**src/rtl/hazard_ctrl_pkg.sv**
```systemverilog
// Shared definitions for the RV32I pipeline hazard sequencer: FSM state codes,
// forwarding select codes, NOP encoding, control bundle type and helpers.
package hazard_ctrl_pkg;

  localparam logic [0:0] ST_RUN      = 1'b0;
  localparam logic [0:0] ST_MDU_WAIT = 1'b1;

  // Owned by the forwarding unit; kept here so both blocks share one encoding.
  localparam logic [1:0]  FWD_NONE  = 2'b00;
  localparam logic [1:0]  FWD_MEMWB = 2'b01;
  localparam logic [1:0]  FWD_EXMEM = 2'b10;
  localparam logic [31:0] NOP_INSTR = 32'h0000_0013;

  typedef struct packed {
    logic pc_write;
    logic if_id_write;
    logic if_id_flush;
    logic id_ex_bubble;
    logic ex_hold;
    logic mdu_busy;
  } haz_ctl_t;

  localparam haz_ctl_t CTL_RESET = '{pc_write: 1'b0, if_id_write: 1'b0, if_id_flush: 1'b0,
                                     id_ex_bubble: 1'b1, ex_hold: 1'b0, mdu_busy: 1'b0};

  function automatic logic load_use_hit(input logic       memread,
                                        input logic [4:0] ex_rd,
                                        input logic [4:0] rs1,
                                        input logic       uses_rs1,
                                        input logic [4:0] rs2,
                                        input logic       uses_rs2);
    return memread && (ex_rd != 5'd0) &&
           ((uses_rs1 && (rs1 == ex_rd)) || (uses_rs2 && (rs2 == ex_rd)));
  endfunction

  function automatic logic [31:0] sat_inc32(input logic [31:0] v);
    return (v == 32'hFFFF_FFFF) ? v : v + 32'd1;
  endfunction

endpackage

```
**src/rtl/hazard_ctrl_if.sv**
```systemverilog
// Hazard sequencer bundle: ID/EX hazard inputs from the pipeline and the
// stage enable / bubble / flush controls returned to it.
interface hazard_ctrl_if;
  logic [4:0] id_rs1;
  logic [4:0] id_rs2;
  logic       id_uses_rs1;
  logic       id_uses_rs2;
  logic       id_ex_memread;
  logic [4:0] id_ex_rd;
  logic       ex_branch_taken;
  logic       ex_mdu_start;
  logic       pc_write;
  logic       if_id_write;
  logic       if_id_flush;
  logic       id_ex_bubble;
  logic       ex_hold;
  logic       mdu_busy;

  modport master (
    output id_rs1, id_rs2, id_uses_rs1, id_uses_rs2, id_ex_memread, id_ex_rd,
           ex_branch_taken, ex_mdu_start,
    input  pc_write, if_id_write, if_id_flush, id_ex_bubble, ex_hold, mdu_busy
  );

  modport slave (
    input  id_rs1, id_rs2, id_uses_rs1, id_uses_rs2, id_ex_memread, id_ex_rd,
           ex_branch_taken, ex_mdu_start,
    output pc_write, if_id_write, if_id_flush, id_ex_bubble, ex_hold, mdu_busy
  );
endinterface

```
**src/rtl/hazard_ctrl_mdu_hold_counter.sv**
```systemverilog
// Down-counter tracking the remaining EX hold cycles of a MUL/DIV op;
// loads on op entry, decrements while holding, flags zero.
module mdu_hold_counter #(
  parameter int CNT_W = 4
) (
  input  logic             clk,
  input  logic             rst_n,
  input  logic             load_i,
  input  logic [CNT_W-1:0] load_val_i,
  input  logic             dec_i,
  output logic             zero_o
);

  logic [CNT_W-1:0] cnt_q, cnt_d;

  always_comb begin
    cnt_d = cnt_q;
    if (load_i) begin
      cnt_d = load_val_i;
    end else if (dec_i && (cnt_q != '0)) begin
      cnt_d = cnt_q - 1'b1;
    end
  end

  always_ff @(posedge clk or negedge rst_n) begin
    if (!rst_n) begin
      cnt_q <= '0;
    end else begin
      cnt_q <= cnt_d;
    end
  end

  assign zero_o = (cnt_q == '0);

endmodule

```
**src/rtl/hazard_ctrl.sv**
```systemverilog
// Pipeline hazard sequencer: load-use stall, taken-branch flush and MUL/DIV EX hold.
// Optional HAZ_PERF_CNT_EN adds saturating stall/flush performance counters.
module hazard_ctrl
  import hazard_ctrl_pkg::*;
#(
  parameter int MDU_LATENCY = 4,
  parameter int CNT_W       = 4
) (
  input  logic          clk,
  input  logic          rst_n,
  hazard_ctrl_if.slave  hz
`ifdef HAZ_PERF_CNT_EN
  ,
  output logic [31:0]   stall_cycles,
  output logic [31:0]   flush_count
`endif
);

  // Cycle 0 of the op is spent in RUN, so the counter covers the remaining holds.
  localparam logic [CNT_W-1:0] HOLD_INIT = CNT_W'(MDU_LATENCY - 2);

  logic [0:0] state_q, state_d;
  haz_ctl_t   ctl;
  logic       cnt_load;
  logic       cnt_dec;
  logic       cnt_zero;
  logic       load_use;

  assign load_use = load_use_hit(hz.id_ex_memread, hz.id_ex_rd,
                                 hz.id_rs1, hz.id_uses_rs1,
                                 hz.id_rs2, hz.id_uses_rs2);

  always_comb begin
    ctl      = '0;
    state_d  = state_q;
    cnt_load = 1'b0;
    cnt_dec  = 1'b0;
    case (state_q)
      ST_RUN: begin
        if (hz.ex_branch_taken) begin
          ctl.if_id_flush  = 1'b1;
          ctl.id_ex_bubble = 1'b1;
          ctl.pc_write     = 1'b1;
          ctl.if_id_write  = 1'b1;
        end else if (hz.ex_mdu_start) begin
          ctl.ex_hold = 1'b1;
          cnt_load    = 1'b1;
          state_d     = ST_MDU_WAIT;
        end else if (load_use) begin
          ctl.id_ex_bubble = 1'b1;
        end else begin
          ctl.pc_write    = 1'b1;
          ctl.if_id_write = 1'b1;
        end
      end
      default: begin
        // ex_mdu_start stays high through the final cycle; returning to RUN must not retrigger.
        ctl.mdu_busy = 1'b1;
        if (!cnt_zero) begin
          ctl.ex_hold = 1'b1;
          cnt_dec     = 1'b1;
        end else begin
          ctl.pc_write    = 1'b1;
          ctl.if_id_write = 1'b1;
          state_d         = ST_RUN;
        end
      end
    endcase
    if (!rst_n) begin
      ctl = CTL_RESET;
    end
  end

  always_ff @(posedge clk or negedge rst_n) begin
    if (!rst_n) begin
      state_q <= ST_RUN;
    end else begin
      state_q <= state_d;
    end
  end

  mdu_hold_counter #(
    .CNT_W (CNT_W)
  ) u_hold_cnt (
    .clk        (clk),
    .rst_n      (rst_n),
    .load_i     (cnt_load),
    .load_val_i (HOLD_INIT),
    .dec_i      (cnt_dec),
    .zero_o     (cnt_zero)
  );

  assign hz.pc_write     = ctl.pc_write;
  assign hz.if_id_write  = ctl.if_id_write;
  assign hz.if_id_flush  = ctl.if_id_flush;
  assign hz.id_ex_bubble = ctl.id_ex_bubble;
  assign hz.ex_hold      = ctl.ex_hold;
  assign hz.mdu_busy     = ctl.mdu_busy;

`ifdef HAZ_PERF_CNT_EN
  logic [31:0] stall_q, flush_q;

  always_ff @(posedge clk or negedge rst_n) begin
    if (!rst_n) begin
      stall_q <= '0;
      flush_q <= '0;
    end else begin
      if (!ctl.pc_write)   stall_q <= sat_inc32(stall_q);
      if (ctl.if_id_flush) flush_q <= sat_inc32(flush_q);
    end
  end

  assign stall_cycles = stall_q;
  assign flush_count  = flush_q;
`endif

endmodule
```
**src/flat_wrapper.sv**
```systemverilog
// flat-port wrapper written by rule: the top's interface ports become plain ports
module hazard_ctrl_flat import hazard_ctrl_pkg::*;
#(
  parameter int MDU_LATENCY = 4,
  parameter int CNT_W       = 4
)
  (clk, rst_n, hz_id_rs1, hz_id_rs2, hz_id_uses_rs1, hz_id_uses_rs2, hz_id_ex_memread, hz_id_ex_rd, hz_ex_branch_taken, hz_ex_mdu_start, hz_pc_write, hz_if_id_write, hz_if_id_flush, hz_id_ex_bubble, hz_ex_hold, hz_mdu_busy);
  hazard_ctrl_if hz_i ();
  input  logic clk;
  input  logic rst_n;
  input wire logic [$bits(hz_i.id_rs1)-1:0] hz_id_rs1;
  input wire logic [$bits(hz_i.id_rs2)-1:0] hz_id_rs2;
  input wire logic [$bits(hz_i.id_uses_rs1)-1:0] hz_id_uses_rs1;
  input wire logic [$bits(hz_i.id_uses_rs2)-1:0] hz_id_uses_rs2;
  input wire logic [$bits(hz_i.id_ex_memread)-1:0] hz_id_ex_memread;
  input wire logic [$bits(hz_i.id_ex_rd)-1:0] hz_id_ex_rd;
  input wire logic [$bits(hz_i.ex_branch_taken)-1:0] hz_ex_branch_taken;
  input wire logic [$bits(hz_i.ex_mdu_start)-1:0] hz_ex_mdu_start;
  output wire logic [$bits(hz_i.pc_write)-1:0] hz_pc_write;
  output wire logic [$bits(hz_i.if_id_write)-1:0] hz_if_id_write;
  output wire logic [$bits(hz_i.if_id_flush)-1:0] hz_if_id_flush;
  output wire logic [$bits(hz_i.id_ex_bubble)-1:0] hz_id_ex_bubble;
  output wire logic [$bits(hz_i.ex_hold)-1:0] hz_ex_hold;
  output wire logic [$bits(hz_i.mdu_busy)-1:0] hz_mdu_busy;
  assign hz_i.id_rs1 = hz_id_rs1;
  assign hz_i.id_rs2 = hz_id_rs2;
  assign hz_i.id_uses_rs1 = hz_id_uses_rs1;
  assign hz_i.id_uses_rs2 = hz_id_uses_rs2;
  assign hz_i.id_ex_memread = hz_id_ex_memread;
  assign hz_i.id_ex_rd = hz_id_ex_rd;
  assign hz_i.ex_branch_taken = hz_ex_branch_taken;
  assign hz_i.ex_mdu_start = hz_ex_mdu_start;
  assign hz_pc_write = hz_i.pc_write;
  assign hz_if_id_write = hz_i.if_id_write;
  assign hz_if_id_flush = hz_i.if_id_flush;
  assign hz_id_ex_bubble = hz_i.id_ex_bubble;
  assign hz_ex_hold = hz_i.ex_hold;
  assign hz_mdu_busy = hz_i.mdu_busy;
  hazard_ctrl #(.MDU_LATENCY(MDU_LATENCY), .CNT_W(CNT_W)) u_core (.clk(clk), .rst_n(rst_n), .hz(hz_i));
endmodule
```
**config.mk**
```make
export PLATFORM = sky130hd
export DESIGN_NAME = hazard_ctrl_flat
export DESIGN_NICKNAME = d
export VERILOG_FILES = /design/src/rtl/hazard_ctrl_pkg.sv /design/src/rtl/hazard_ctrl_if.sv /design/src/rtl/hazard_ctrl_mdu_hold_counter.sv /design/src/rtl/hazard_ctrl.sv /design/src/flat_wrapper.sv
export SDC_FILE = /design/constraint.sdc
export NUM_CORES = 1
export LEC_CHECK = 0
export BUFFER_PORTS_ARGS = -buffer_cell sky130_fd_sc_hd__clkbuf_2
export CAP_MARGIN = 20
export CORE_AREA = 2 2 39 41
export CTS_CLUSTER_SIZE = 40
export DETAILED_ROUTE_END_ITERATION = 7
export DIE_AREA = 0 0 41 43
export GPL_TIMING_DRIVEN = 0
export HOLD_SLACK_MARGIN = 0.1
export RECOVER_POWER = 100
export SLEW_MARGIN = 20
export SYNTH_ARGS = -nofsm -noshare
export SYNTH_HDL_FRONTEND = slang
export SYNTH_SLANG_ARGS = --single-unit
```
**constraint.sdc**
```tcl
create_clock -name clk -period 1.76 [get_ports clk]
set_input_delay 0 -clock clk [delete_from_list [all_inputs] [get_ports clk]]
set_output_delay 0 -clock clk [all_outputs]
set_load 0.05 [all_outputs]
```
==> out/metrics.json, run 1 <==
{
  "die": {
    "io_pins": 28,
    "initial_util_pct": 31.8,
    "dieArea_mm2": 0.00176,
    "die_width_um": 41,
    "placementRows": 14,
    "die_height_um": 43,
    "fp.coreArea_mm2": 0.00138
  },
  "worst_setup_path": {
    "critPathLaunchType": "register",
    "worst_path_largest_cell_delay_ps": 390,
    "critical_path_class": "register to output pin",
    "critical_path.max_fanout": 4,
    "worst_ep_required_time_ps": 1760,
    "worstSetupEndpointType": "output pin",
    "crit_path_cell_trace": "inv_2, ha_1, or3b_4, nand2_4, nand3_4, a31oi_4, buf_6, clkbuf_16",
    "slowest_stage": "dfrtp_1",
    "cp_data_arrival_time_ps": 1820
  },
  "power_and_ir_drop": {
    "seq_power_share_pct": 21.5,
    "intPower_uw": 621,
    "ir_worst_vdd_mv": 0.694,
    "power.net_switching_uw": 499,
    "p_leak_nw": 0.356,
    "pwr-share-comb_pct": 66.9,
    "p_clk_share_pct": 11.6,
    "power.density_cell_area_mw_per_mm2": 1500,
    "power.share.switching_pct": 44.5
  },
  "synth": {
    "yosys_most_used_dff": "dfrtp_1",
    "yosys-top-cells-area": "dfrtp_1, xnor2_1, nand2_1",
    "synth-edff-count": 0,
    "synthArstFlopShare_pct": 100,
    "syn_nets": 78,
    "synth.distinct_cells": 20,
    "area_fraction_of_the_dominant_cell_type_after_synthesis_pct": 28.4,
    "synth-warning-count": 0,
    "mappedNetlistArea_um2": 440,
    "yosys_register_bits": 5,
    "synthesis.area_per_instance_um2": 8.16,
    "synth.most_common_cell": "xnor2_1",
    "yosysSeqAreaShare_pct": 28.4,
    "post_synth_inst_count": 54,
    "synth_commonest_cells": "xnor2_1, nand2_1, nor2_1",
    "synth_largest_area_cell": "dfrtp_1"
  },
  "global_routing": {
    "globalRouteTotalUtil_pct": 13.5,
    "grt_start_max_net_pins": 11,
    "grt_first_pass_wirelength_mm": 1.60,
    "grt_antenna_before_repair": 0,
    "grt_pass1_vias": 463,
    "grt-ovfl-total": 0
  },
  "place": {
    "detailed_place_hpwl_um": 888,
    "postPlaceCellArea_um2": 629,
    "gp_routability_congestion": 0.753,
    "numPortBuffers": 27
  },
  "layout": {
    "post_layout_net_count": 117,
    "num_antenna_cells": 0,
    "area_growth_pct": 69.3,
    "fraction_of_final_layout_cells_sized_beyond_drive_strength_1_pct": 45.7,
    "layout.cell_area.non_filler_um2": 746
  },
  "detailed_routing": {
    "detail_route.vias_per_cell": 4.64,
    "detailedRoute.firstIterationViolations": 10,
    "drt_wl_total_mm": 1.15,
    "ant_nets": 0,
    "avgRoutedWirePerCell_um": 10.6,
    "drt_pre_antenna_iters": 4,
    "vias": 501,
    "remaining_drc_errors": 0
  },
  "sta": {
    "report.final.hold_viol_count": 0,
    "rsz0062_at_grt": "true",
    "setup_violations": 2,
    "fin_skew_ps": 1.43,
    "period_minus_slack_ps": 1820,
    "timing.fmax_mhz": 550,
    "timing_max_transition_violations_final": 0,
    "finalCritPeriodShare_pct": 103,
    "setup_ws_ps": -57.6,
    "fin_worst_hold_slack_ps": 119,
    "relSlewSlack_pct": 60.7,
    "timing_worst_slew_pin_value_ps": 592
  },
  "status": {
    "violations": "setup timing",
    "outcome": "complete, but fails checks"
  },
  "flow_run": {
    "maxCapViolCount": 0
  },
  "clock_tree": {
    "cts_inserted_buffers": 3,
    "clock_sink_count": 5,
    "path_clk_slew_ps": 40,
    "clkLatencyLatePin_ps": 240,
    "clock_tree.htree_level_count": 1,
    "clock-root-buffer": "clkbuf_4",
    "cts_tree": "done",
    "clk_path_buf_depth": 2
  },
  "min_path": {
    "timing.hold.worst.class": "primary input to register"
  }
}
routing by layer:
layer / wire length [µm] / global-route usage, % / part of all wire [%]
met3: 113 / 3.14 / 9.9
met2: 571 / 24.7 / 50
met4: 0 / 8.00 / 0
met5: 0 / 0 / 0
met1: 459 / 12.2 / 40
state kept, by name (all words and copies together), names as in the netlist:
signal                   cells
u_core.state_q               1
u_core.u_hold_cnt.cnt_q      4
critical path, delay by kind of cell (launching register included):
kind	cells	cell delay (ps)
adders and majority gates	1	130
buffers and inverters	3	330
and+or+nand+nor	3	570
DFF	1	390
AOI/OAI and AO/OA	1	160
final timing paths:
path	from	slack [ps]	cells after the start	end
worst max-delay path	u_core.u_hold_cnt.cnt_q[0]	-60	8	hz_pc_write
worst min-delay path	hz_ex_mdu_start	120	3	u_core.u_hold_cnt.cnt_q[0]
worst max register to register	u_core.u_hold_cnt.cnt_q[0]	220	7	u_core.u_hold_cnt.cnt_q[2]
worst min register to register	u_core.u_hold_cnt.cnt_q[3]	560	2	u_core.u_hold_cnt.cnt_q[3]
max in group asynchronous	rst_n	1410	2	u_core.u_hold_cnt.cnt_q[3]
min in group asynchronous	rst_n	160	2	u_core.u_hold_cnt.cnt_q[1]
metrics by stage:
stage               setup WS, ps  power [mW]  TNS (ps)  util (%)  std cells
finish                     -57.6        1.12      -105      53.9        108
global route                -112        1.20      -243      53.9        108
CTS                        -52.0        1.09     -96.2      53.2        107
detailed placement          32.1       0.805         0      45.5         97
global placement            44.0       0.798         0      45.5         97
floorplan                   17.1       0.679         0         -         54
cells by family after synthesis:
kind of cell | Yosys count | synth area share [%]
compound gates | 6 | 9.38
xor+xnor | 13 | 25.9
fa+ha+maj | 2 | 5.68
buf+inv | 4 | 4.26
flops | 5 | 28.4
simple gates | 24 | 26.4
power groups by stage:
stage	clock, mW	sequential (mW)	combinational (mW)
after floorplan	0	0.228	0.452
after global placement	0	0.238	0.560
after detailed placement	0	0.241	0.564
after CTS	0.135	0.237	0.718
after global routing	0.145	0.246	0.813
final	0.130	0.241	0.749
what timing repair did:
action,4_1_cts,5_1_grt
pin swaps,1,0
setup endpoints to repair,3,3
buffers inserted,5,1
hold buffers,1,0
resized for setup,7,2
endpoints found under the hold margin,5,0
cell usage in the layout (no fill, tap or decap):
master,synthesis,final
o21ai_0,1,1
ha_1,2,2
nor3_1,1,1
clkbuf_4,0,4
nand3_4,0,1
dlygate4sd3_1,0,1
a31o_1,1,1
nand2_1,7,6
o211ai_1,1,1
xor2_1,2,2
o21a_1,1,1
nand2_4,0,1
xnor2_1,11,11
inv_1,3,1
nand4_1,2,2
o22ai_1,1,1
buf_4,1,6
nor2_1,6,6
clkbuf_2,0,23
dfrtp_1,5,5
clkbuf_16,0,1
buf_6,0,2
or4_1,1,1
nand3_1,3,2
inv_2,0,2
and2_1,3,3
clkbuf_1,0,2
a31oi_4,0,1
or3b_4,0,1
cell type report:
cell class | instances | area [µm²]
fill | 141 | 638
clock buffer | 4 | 26.3
inverter | 3 | 11.3
tap | 16 | 20.0
multi-input combinational | 45 | 334
sequential | 5 | 125
timing repair buffer | 34 | 218
buffer | 1 | 11.3
No activity file was read; power rests on OpenSTA's default activity.
==> inputs of run 2 (changes only) <==
--- a/config.mk
+++ b/config.mk
@@ -7,14 +7,16 @@
 export LEC_CHECK = 0
 export BUFFER_PORTS_ARGS = -buffer_cell sky130_fd_sc_hd__clkbuf_2
 export CAP_MARGIN = 20
-export CORE_AREA = 2 2 39 41
-export CTS_CLUSTER_SIZE = 40
+export CORE_AREA = 2 2 40 42
+export CTS_CLUSTER_SIZE = 10
 export DETAILED_ROUTE_END_ITERATION = 7
-export DIE_AREA = 0 0 41 43
+export DIE_AREA = 0 0 42 44
 export GPL_TIMING_DRIVEN = 0
 export HOLD_SLACK_MARGIN = 0.1
+export PLACE_DENSITY = 0.68
 export RECOVER_POWER = 100
 export SLEW_MARGIN = 20
 export SYNTH_ARGS = -nofsm -noshare
 export SYNTH_HDL_FRONTEND = slang
+export SYNTH_HIERARCHICAL = 1
 export SYNTH_SLANG_ARGS = --single-unit
==> run 2 against run 1 <==
The run now ends clean; final cell count is 7.4% higher; wire length is 18% higher; clock skew is 5.7 ps higher; synthesized cell count rose by 11%; final area increased by 12%; power rose by 11%; utilization rose by 5.0 points; die area increased by 4.8%; critical endpoint unchanged.
==> out/metrics.json, run 2 <==
{
  "layout": {
    "final_cell_mix": "clkbuf_2, xor2_1, buf_4",
    "post_layout_net_count": {"value": 124, "change": "+6.0%"},
    "num_antenna_cells": {"value": 0, "change": "unchanged"},
    "fraction_of_final_layout_cells_sized_beyond_drive_strength_1": {"value": 48.0, "unit": "%", "change": "+2.3 points"},
    "fin_cells": {"value": 116, "change": "+7.4%"},
    "area_growth_pct": 60.6,
    "layout.cells.most_common": "clkbuf_2",
    "largest_regs": "u_core/u_hold_cnt/cnt_q x4, u_core/state_q x1",
    "regMostFlops": "u_core/u_hold_cnt/cnt_q",
    "final.fill_count": {"value": 133, "change": "-5.7%"},
    "largest_register_ffs": {"value": 4, "change": "unchanged"}
  },
  "clock_tree": {
    "path_clk_slew": {"value": 50, "unit": "ps", "change": "about the same"},
    "clock_sink_count": {"value": 5, "change": "unchanged"},
    "clkLatencyLatePin": {"value": 250, "unit": "ps", "change": "about the same"},
    "cts_inserted_buffers": {"value": 3, "change": "unchanged"},
    "clk_path_buf_depth": {"value": 2, "change": "unchanged"},
    "clock-root-buffer": "clkbuf_4",
    "cts_tree": "done",
    "clock_tree.htree_level_count": {"value": 1, "change": "unchanged"}
  },
  "synth": {
    "area_fraction_of_the_dominant_cell_type_after_synthesis": {"value": 24.0, "unit": "%", "change": "-4.4 points"},
    "yosysSeqAreaShare": {"value": 24.0, "unit": "%", "change": "-4.4 points"},
    "mappedNetlistArea": {"value": 520, "unit": "µm²", "change": "+18%"},
    "synth-edff-count": {"value": 0, "change": "unchanged"},
    "yosys_most_used_dff": "dfrtp_1",
    "synthArstFlopShare": {"value": 100, "unit": "%", "change": "unchanged"},
    "post_synth_inst_count": {"value": 60, "change": "+11%"},
    "synth-warning-count": {"value": 6, "change": "+6"},
    "synth_commonest_cells": "xor2_1, inv_1, dfrtp_1",
    "yosys_register_bits": {"value": 5, "change": "unchanged"},
    "synth.most_common_cell": "xor2_1",
    "synth_largest_area_cell": "dfrtp_1",
    "synth.distinct_cells": {"value": 34, "change": "+70%"},
    "yosys-top-cells-area": "dfrtp_1, xor2_1, inv_1",
    "synthesis.area_per_instance": {"value": 8.67, "unit": "µm²", "change": "+6.4%"}
  },
  "worst_setup_path": {
    "worst_path_largest_cell_delay": {"value": 380, "unit": "ps", "change": "about the same"},
    "critical_path_class": "register to output pin",
    "cp_data_arrival_time": {"value": 1750, "unit": "ps", "change": "-70 ps"},
    "critPathLaunchType": "register",
    "slowest_stage": "dfrtp_1",
    "crit_path_cell_trace": "inv_1, ha_2, nor3b_4, nor2b_4, nor2_4, o311a_4, buf_6, clkbuf_16",
    "worstSetupEndpointType": "output pin",
    "worst_ep_required_time": {"value": 1760, "unit": "ps", "change": "about the same"},
    "critical_path.max_fanout": {"value": 4, "change": "unchanged"}
  },
  "sta": {
    "setup_violations": {"value": 0, "change": "-2"},
    "relSlewSlack": {"value": 60.4, "unit": "%", "change": "-0.33 points"},
    "rsz0062_at_grt": "true",
    "period_minus_slack": {"value": 1750, "unit": "ps", "change": "-63.2 ps"},
    "timing.fmax": {"value": 570, "unit": "MHz", "change": "+3.6%"},
    "setup_total_negative_slack": {"value": 0, "unit": "ps", "change": "+105 ps"},
    "finalCritPeriodShare": {"value": 99.7, "unit": "%", "change": "-3.6 points"},
    "fin_worst_hold_slack": {"value": 140, "unit": "ps", "change": "+20.8 ps"},
    "fin_skew": {"value": 7.16, "unit": "ps", "change": "+5.73 ps"},
    "timing_max_transition_violations_final": {"value": 0, "change": "unchanged"},
    "report.final.hold_viol_count": {"value": 0, "change": "unchanged"},
    "timing_worst_slew_pin_value": {"value": 597, "unit": "ps", "change": "+5.01 ps"}
  },
  "power_and_ir_drop": {
    "intPower": {"value": 683, "unit": "µW", "change": "+10%"},
    "power.share.switching": {"value": 44.9, "unit": "%", "change": "+0.39 points"},
    "p_leak": {"value": 0.405, "unit": "nW", "change": "+14%"},
    "ir_worst_vdd": {"value": 0.927, "unit": "mV", "change": "+34%"},
    "p_clk_share": {"value": 11.2, "unit": "%", "change": "-0.4 points"},
    "power.net_switching": {"value": 557, "unit": "µW", "change": "+12%"},
    "fin_total_pwr": {"value": 1.24, "unit": "mW", "change": "+11%"},
    "pwr-share-comb": {"value": 69.3, "unit": "%", "change": "+2.4 points"},
    "seq_power_share": {"value": 19.5, "unit": "%", "change": "-2.0 points"},
    "power.density_cell_area": {"value": 1480, "unit": "mW/mm²", "change": "-1.2%"}
  },
  "place": {
    "place.detailed.instances": {"value": 105, "change": "+8.2%"},
    "detailed_place_hpwl": {"value": 996, "unit": "µm", "change": "+12%"},
    "gp_routability_congestion": {"value": 0.645, "change": "-14%"},
    "numPortBuffers": {"value": 27, "change": "unchanged"}
  },
  "global_routing": {
    "grt_first_pass_wirelength": {"value": 2.28, "unit": "mm", "change": "+42%"},
    "grt-ovfl-total": {"value": 0, "change": "unchanged"},
    "grt_antenna_before_repair": {"value": 0, "change": "unchanged"},
    "grt_start_max_net_pins": {"value": 11, "change": "unchanged"},
    "globalRouteTotalUtil": {"value": 16.8, "unit": "%", "change": "+3.2 points"},
    "grt_pass1_vias": {"value": 619, "change": "+34%"}
  },
  "detailed_routing": {
    "detail_route.vias_per_cell": {"value": 4.93, "change": "+6.3%"},
    "drt_wl_total": {"value": 1.35, "unit": "mm", "change": "+18%"},
    "ant_nets": {"value": 0, "change": "unchanged"},
    "detailedRoute.firstIterationViolations": {"value": 4, "change": "-6"},
    "vias": {"value": 572, "change": "+14%"},
    "remaining_drc_errors": {"value": 0, "change": "unchanged"},
    "drt_pre_antenna_iters": {"value": 2, "change": "-2"},
    "avgRoutedWirePerCell": {"value": 11.7, "unit": "µm", "change": "+9.9%"}
  },
  "die": {
    "fp.coreArea": {"value": 0.00142, "unit": "mm²", "change": "+2.5%"},
    "dieArea": {"value": 0.00185, "unit": "mm²", "change": "+4.8%"},
    "placementRows": {"value": 14, "change": "unchanged"},
    "die_width": {"value": 42, "unit": "µm", "change": "+2.4%"},
    "initial_util": {"value": 36.7, "unit": "%", "change": "+4.9 points"},
    "io_pins": {"value": 28, "change": "unchanged"},
    "die_height": {"value": 44, "unit": "µm", "change": "+2.3%"}
  },
  "flow_run": {
    "maxCapViolCount": {"value": 0, "change": "unchanged"}
  },
  "min_path": {
    "timing.hold.worst.class": "primary input to asynchronous set/reset pin"
  },
  "status": {
    "outcome": "finished, final reports clean"
  }
}
[run 2: changes by cell type in the layout (fill, tap and decap cells not counted), moves of 3 or more]
| cell | before | now |
|---|---|---|
| nor2_1 | 6 | 0 |
| xor2_1 | 2 | 8 |
| inv_1 | 1 | 5 |
| xnor2_1 | 11 | 2 |
| nand2_1 | 6 | 3 |
| conb_1 | 0 | 4 |
[run 2: cell type report]
| class | count | area [µm²] | area share [%] |
|---|---|---|---|
| plain buffers | 2 | 22.5 | 2.69 |
| flip-flops and latches | 5 | 125 | 15.0 |
| well taps | 16 | 20.0 | 2.40 |
| multi-input cells | 49 | 407 | 48.7 |
| clock buffers | 4 | 26.3 | 3.14 |
| inverters | 6 | 22.5 | 2.69 |
| repair buffers | 34 | 213 | 25.4 |
[run 2: worst max-delay path, delay by kind of cell (launching register included)]
family                     cells  cell delay (ps)
adders and majority gates      1              180
buffers and inverters          3              320
DFF                            1              380
AOI/OAI and AO/OA              1              200
and+or+nand+nor                3              440
[run 2: routing by layer]
metal	GRT usage (%)	vias up	part of all wire, %
li1	-	288	-
met1	14.9	263	40
met2	33.4	21	55
met3	2.92	0	5.3
met4	12.3	0	0
met5	0	-	0
[run 2: logic make-up after synthesis]
group	synth area share, %
buffers and inverters	7.93
flip-flops	24.0
other	1.44
AND/OR/NAND/NOR	30.8
AO/OA/AOI/OAI	16.6
XOR/XNOR	16.8
adder cells (fa/ha/maj)	2.40
[run 2: per-stage QoR]
step                      util, %  setup slack [ps]  area [µm²]
after floorplan                 -             -45.7         532
after global placement       48.4              -131         687
after detailed placement     48.4              -196         687
after CTS                    56.7              1.57         805
after global routing         58.9             -80.2         836
final                        58.9              5.60         836
[run 2: worst paths after layout]
path	start	end	slack (ps)	cells past startpoint
hold / removal	rst_n	u_core/u_hold_cnt/cnt_q[3]	140	2
hold reg to reg	u_core/u_hold_cnt/cnt_q[2]	u_core/u_hold_cnt/cnt_q[2]	690	2
setup / recovery	u_core/u_hold_cnt/cnt_q[1]	hz_pc_write	6	8
min in group clk	hz_ex_mdu_start	u_core/state_q	280	6
max in group asynchronous	rst_n	u_core/u_hold_cnt/cnt_q[0]	1420	2
setup reg to reg	u_core/u_hold_cnt/cnt_q[0]	u_core/u_hold_cnt/cnt_q[3]	70	7
[run 2: power by group through the flow]
stage	Clock [mW]	Sequential (mW)	Combinational [mW]
floorplan	0	0.225	0.479
global placement	0	0.239	0.580
detailed placement	0	0.243	0.602
CTS	0.146	0.237	0.792
global route	0.150	0.248	0.915
finish	0.139	0.242	0.860
[run 2: repair_timing]
item,CTS,global route
setup endpoints to repair,6,4
gates resized for setup,10,6
cloned,0,0
pin swaps,2,2
hold buffers,1,0
endpoints found under the hold margin,5,0
buffers inserted,5,1
==> inputs of run 3 (changes only) <==
--- a/config.mk
+++ b/config.mk
@@ -15,6 +15,7 @@
 export HOLD_SLACK_MARGIN = 0.1
 export PLACE_DENSITY = 0.68
 export RECOVER_POWER = 100
+export SETUP_SLACK_MARGIN = 0.2
 export SLEW_MARGIN = 20
 export SYNTH_ARGS = -nofsm -noshare
 export SYNTH_HDL_FRONTEND = slang
==> run 3 against run 2 <==
First-iteration DRC count decreased by 75%; global-route usage decreased by 1.3 points; power increased by 13%; sequential share of layout area decreased by 1.1 points; critical path type unchanged; clock-buffer cell count unchanged; register-to-register slack got worse by 20 ps; sequential power decreased by 5%; clock power about the same.
==> out/metrics.json, run 3 (same netlist as run 2, synthesis figures left out) <==
{
  "layout": {
    "final_cell_mix": "clkbuf_2, buf_4, xor2_1",
    "seq_area": {"value": 125, "unit": "µm²", "change": "unchanged"},
    "num_antenna_cells": {"value": 0, "change": "unchanged"},
    "regMostFlops": "u_core/u_hold_cnt/cnt_q",
    "final.fill_count": {"value": 124, "change": "-6.8%"},
    "largest_register_ffs": {"value": 4, "change": "unchanged"},
    "area_growth_pct": 73.1,
    "post_layout_net_count": {"value": 128, "change": "+3.2%"},
    "layout.cells.most_common": "clkbuf_2",
    "largest_regs": "u_core/u_hold_cnt/cnt_q x4, u_core/state_q x1",
    "layout.cell_area.non_filler": {"value": 901, "unit": "µm²", "change": "+7.8%"},
    "fraction_of_final_layout_cells_sized_beyond_drive_strength_1": {"value": 51.9, "unit": "%", "change": "+3.9 points"},
    "multiInputGateArea": {"value": 428, "unit": "µm²", "change": "+5.2%"},
    "fin_cells": {"value": 120, "change": "+3.4%"},
    "final_core_utilization": {"value": 63.5, "unit": "%", "change": "+4.6 points"}
  },
  "worst_setup_path": {
    "critical_path.max_fanout": {"value": 3, "change": "-1"},
    "worst_ep_required_time": {"value": 1760, "unit": "ps", "change": "about the same"},
    "critical_path_class": "register to output pin",
    "worstSetupEndpointType": "output pin",
    "critPathLaunchType": "register",
    "cp_data_arrival_time": {"value": 1720, "unit": "ps", "change": "-30 ps"}
  },
  "clock_tree": {
    "clock_sink_count": {"value": 5, "change": "unchanged"},
    "cts_inserted_buffers": {"value": 3, "change": "unchanged"},
    "cts_tree": "done",
    "path_clk_slew": {"value": 50, "unit": "ps", "change": "about the same"},
    "clk_path_buf_depth": {"value": 2, "change": "unchanged"},
    "clkLatencyLatePin": {"value": 250, "unit": "ps", "change": "about the same"},
    "clock_tree.htree_level_count": {"value": 1, "change": "unchanged"},
    "clock-root-buffer": "clkbuf_4"
  },
  "sta": {
    "fin_worst_hold_slack": {"value": 144, "unit": "ps", "change": "+4.60 ps"},
    "timing_max_transition_violations_final": {"value": 0, "change": "unchanged"},
    "rsz0062_at_grt": "true",
    "report.final.hold_viol_count": {"value": 0, "change": "unchanged"},
    "setup_ws": {"value": 38.1, "unit": "ps", "change": "+32.5 ps"},
    "relSlewSlack": {"value": 60.0, "unit": "%", "change": "-0.35 points"},
    "setup_total_negative_slack": {"value": 0, "unit": "ps", "change": "unchanged"},
    "finalCritPeriodShare": {"value": 97.8, "unit": "%", "change": "-1.8 points"},
    "setup_violations": {"value": 0, "change": "unchanged"},
    "fin_skew": {"value": 2.46, "unit": "ps", "change": "-4.70 ps"},
    "timing.fmax": {"value": 581, "unit": "MHz", "change": "+1.9%"},
    "period_minus_slack": {"value": 1720, "unit": "ps", "change": "-32.5 ps"},
    "timing_worst_slew_pin_value": {"value": 602, "unit": "ps", "change": "+5.25 ps"}
  },
  "place": {
    "postPlaceCellArea": {"value": 711, "unit": "µm²", "change": "+3.5%"},
    "numPortBuffers": {"value": 27, "change": "unchanged"},
    "pre_cts_slack": {"value": -31.3, "unit": "ps", "change": "+164 ps"},
    "detailed_place_hpwl": {"value": 927, "unit": "µm", "change": "-7.0%"},
    "gp_routability_congestion": {"value": 0.768, "change": "+19%"},
    "place.detailed.instances": {"value": 105, "change": "unchanged"}
  },
  "global_routing": {
    "grt_first_pass_wirelength": {"value": 2.13, "unit": "mm", "change": "-6.7%"},
    "grt_antenna_before_repair": {"value": 0, "change": "unchanged"},
    "grt-ovfl-total": {"value": 0, "change": "unchanged"},
    "globalRouteTotalUtil": {"value": 15.5, "unit": "%", "change": "-1.3 points"},
    "grt_start_max_net_pins": {"value": 11, "change": "unchanged"},
    "grt_pass1_vias": {"value": 535, "change": "-14%"}
  },
  "status": {
    "outcome": "finished, final reports clean"
  },
  "power_and_ir_drop": {
    "p_leak": {"value": 0.439, "unit": "nW", "change": "+8.5%"},
    "power.density_cell_area": {"value": 1560, "unit": "mW/mm²", "change": "+5.2%"},
    "ir_worst_vdd": {"value": 0.799, "unit": "mV", "change": "-14%"},
    "fin_total_pwr": {"value": 1.41, "unit": "mW", "change": "+13%"}
  },
  "die": {
    "die_width": {"value": 42, "unit": "µm", "change": "unchanged"},
    "die_height": {"value": 44, "unit": "µm", "change": "unchanged"},
    "io_pins": {"value": 28, "change": "unchanged"},
    "initial_util": {"value": 36.7, "unit": "%", "change": "unchanged"},
    "dieArea": {"value": 0.00185, "unit": "mm²", "change": "unchanged"},
    "placementRows": {"value": 14, "change": "unchanged"},
    "fp.coreArea": {"value": 0.00142, "unit": "mm²", "change": "unchanged"}
  },
  "min_path": {
    "timing.hold.worst.class": "primary input to asynchronous set/reset pin"
  },
  "detailed_routing": {
    "avgRoutedWirePerCell": {"value": 12.2, "unit": "µm", "change": "+4.4%"},
    "detailedRoute.firstIterationViolations": {"value": 1, "change": "-3"},
    "drt_pre_antenna_iters": {"value": 2, "change": "unchanged"},
    "remaining_drc_errors": {"value": 0, "change": "unchanged"},
    "drt_wl_total": {"value": 1.46, "unit": "mm", "change": "+8.0%"},
    "detail_route.vias_per_cell": {"value": 4.89, "change": "-0.80%"},
    "vias": {"value": 587, "change": "+2.6%"},
    "ant_nets": {"value": 0, "change": "unchanged"}
  },
  "flow_run": {
    "maxCapViolCount": {"value": 0, "change": "unchanged"}
  }
}
run 3: cell count changes in the layout (fill, tap and decap cells not counted), sizes merged:
cell	before	now
buf	8	14
clkbuf	31	29
run 3: path summary, 6_finish.rpt:
path | startpoint | slack (ps) | to | depth (start not counted)
setup / recovery | u_core/u_hold_cnt/cnt_q[1] | 40 | hz_pc_write | 8
min in group clk | hz_ex_mdu_start | 310 | u_core/u_hold_cnt/cnt_q[2] | 5
max in group asynchronous | rst_n | 1420 | u_core/u_hold_cnt/cnt_q[0] | 2
setup reg to reg | u_core/u_hold_cnt/cnt_q[0] | 50 | u_core/u_hold_cnt/cnt_q[1] | 8
hold reg to reg | u_core/u_hold_cnt/cnt_q[2] | 720 | u_core/u_hold_cnt/cnt_q[2] | 2
hold / removal | rst_n | 140 | u_core/state_q | 2
run 3: metal layers:
layer	wire length (µm)	GRT usage, %	vias to the layer above
met5	0	0	-
met4	22	9.68	0
met3	112	3.75	3
met2	734	25.3	23
met1	591	18.3	264
li1	-	-	297
run 3: layout make-up:
type                    instances  share of cell area (%)
multi-input cells              49                    47.5
repair buffers                 38                    28.5
flip-flops and latches          5                    13.9
clock buffers                   4                    2.92
plain buffers                   2                    2.50
inverters                       6                    2.50
well taps                      16                    2.22
run 3: critical path, cell delays in order (launching register included):
cell       delay (ps)
dfrtp_1           370
inv_1              60
ha_2              170
nor3b_4           250
nor2b_4            80
nor2_4            100
o311a_4           190
buf_6             100
clkbuf_16         150
run 3: power by group:
part | internal [mW] | switching, mW | total (mW) | leakage, nW
sequential | 0.174 | 0.0567 | 0.231 | 0.0609
clock | 0.0860 | 0.0520 | 0.138 | 0.0150
combinational | 0.541 | 0.496 | 1.04 | 0.363
run 3: what timing repair did:
item	in CTS	in global routing
endpoints found under the setup margin	7	7
resized for setup	12	9
setup buffers	7	3
hold buffers	1	0
pin swaps	2	1
endpoints found under the hold margin	5	0
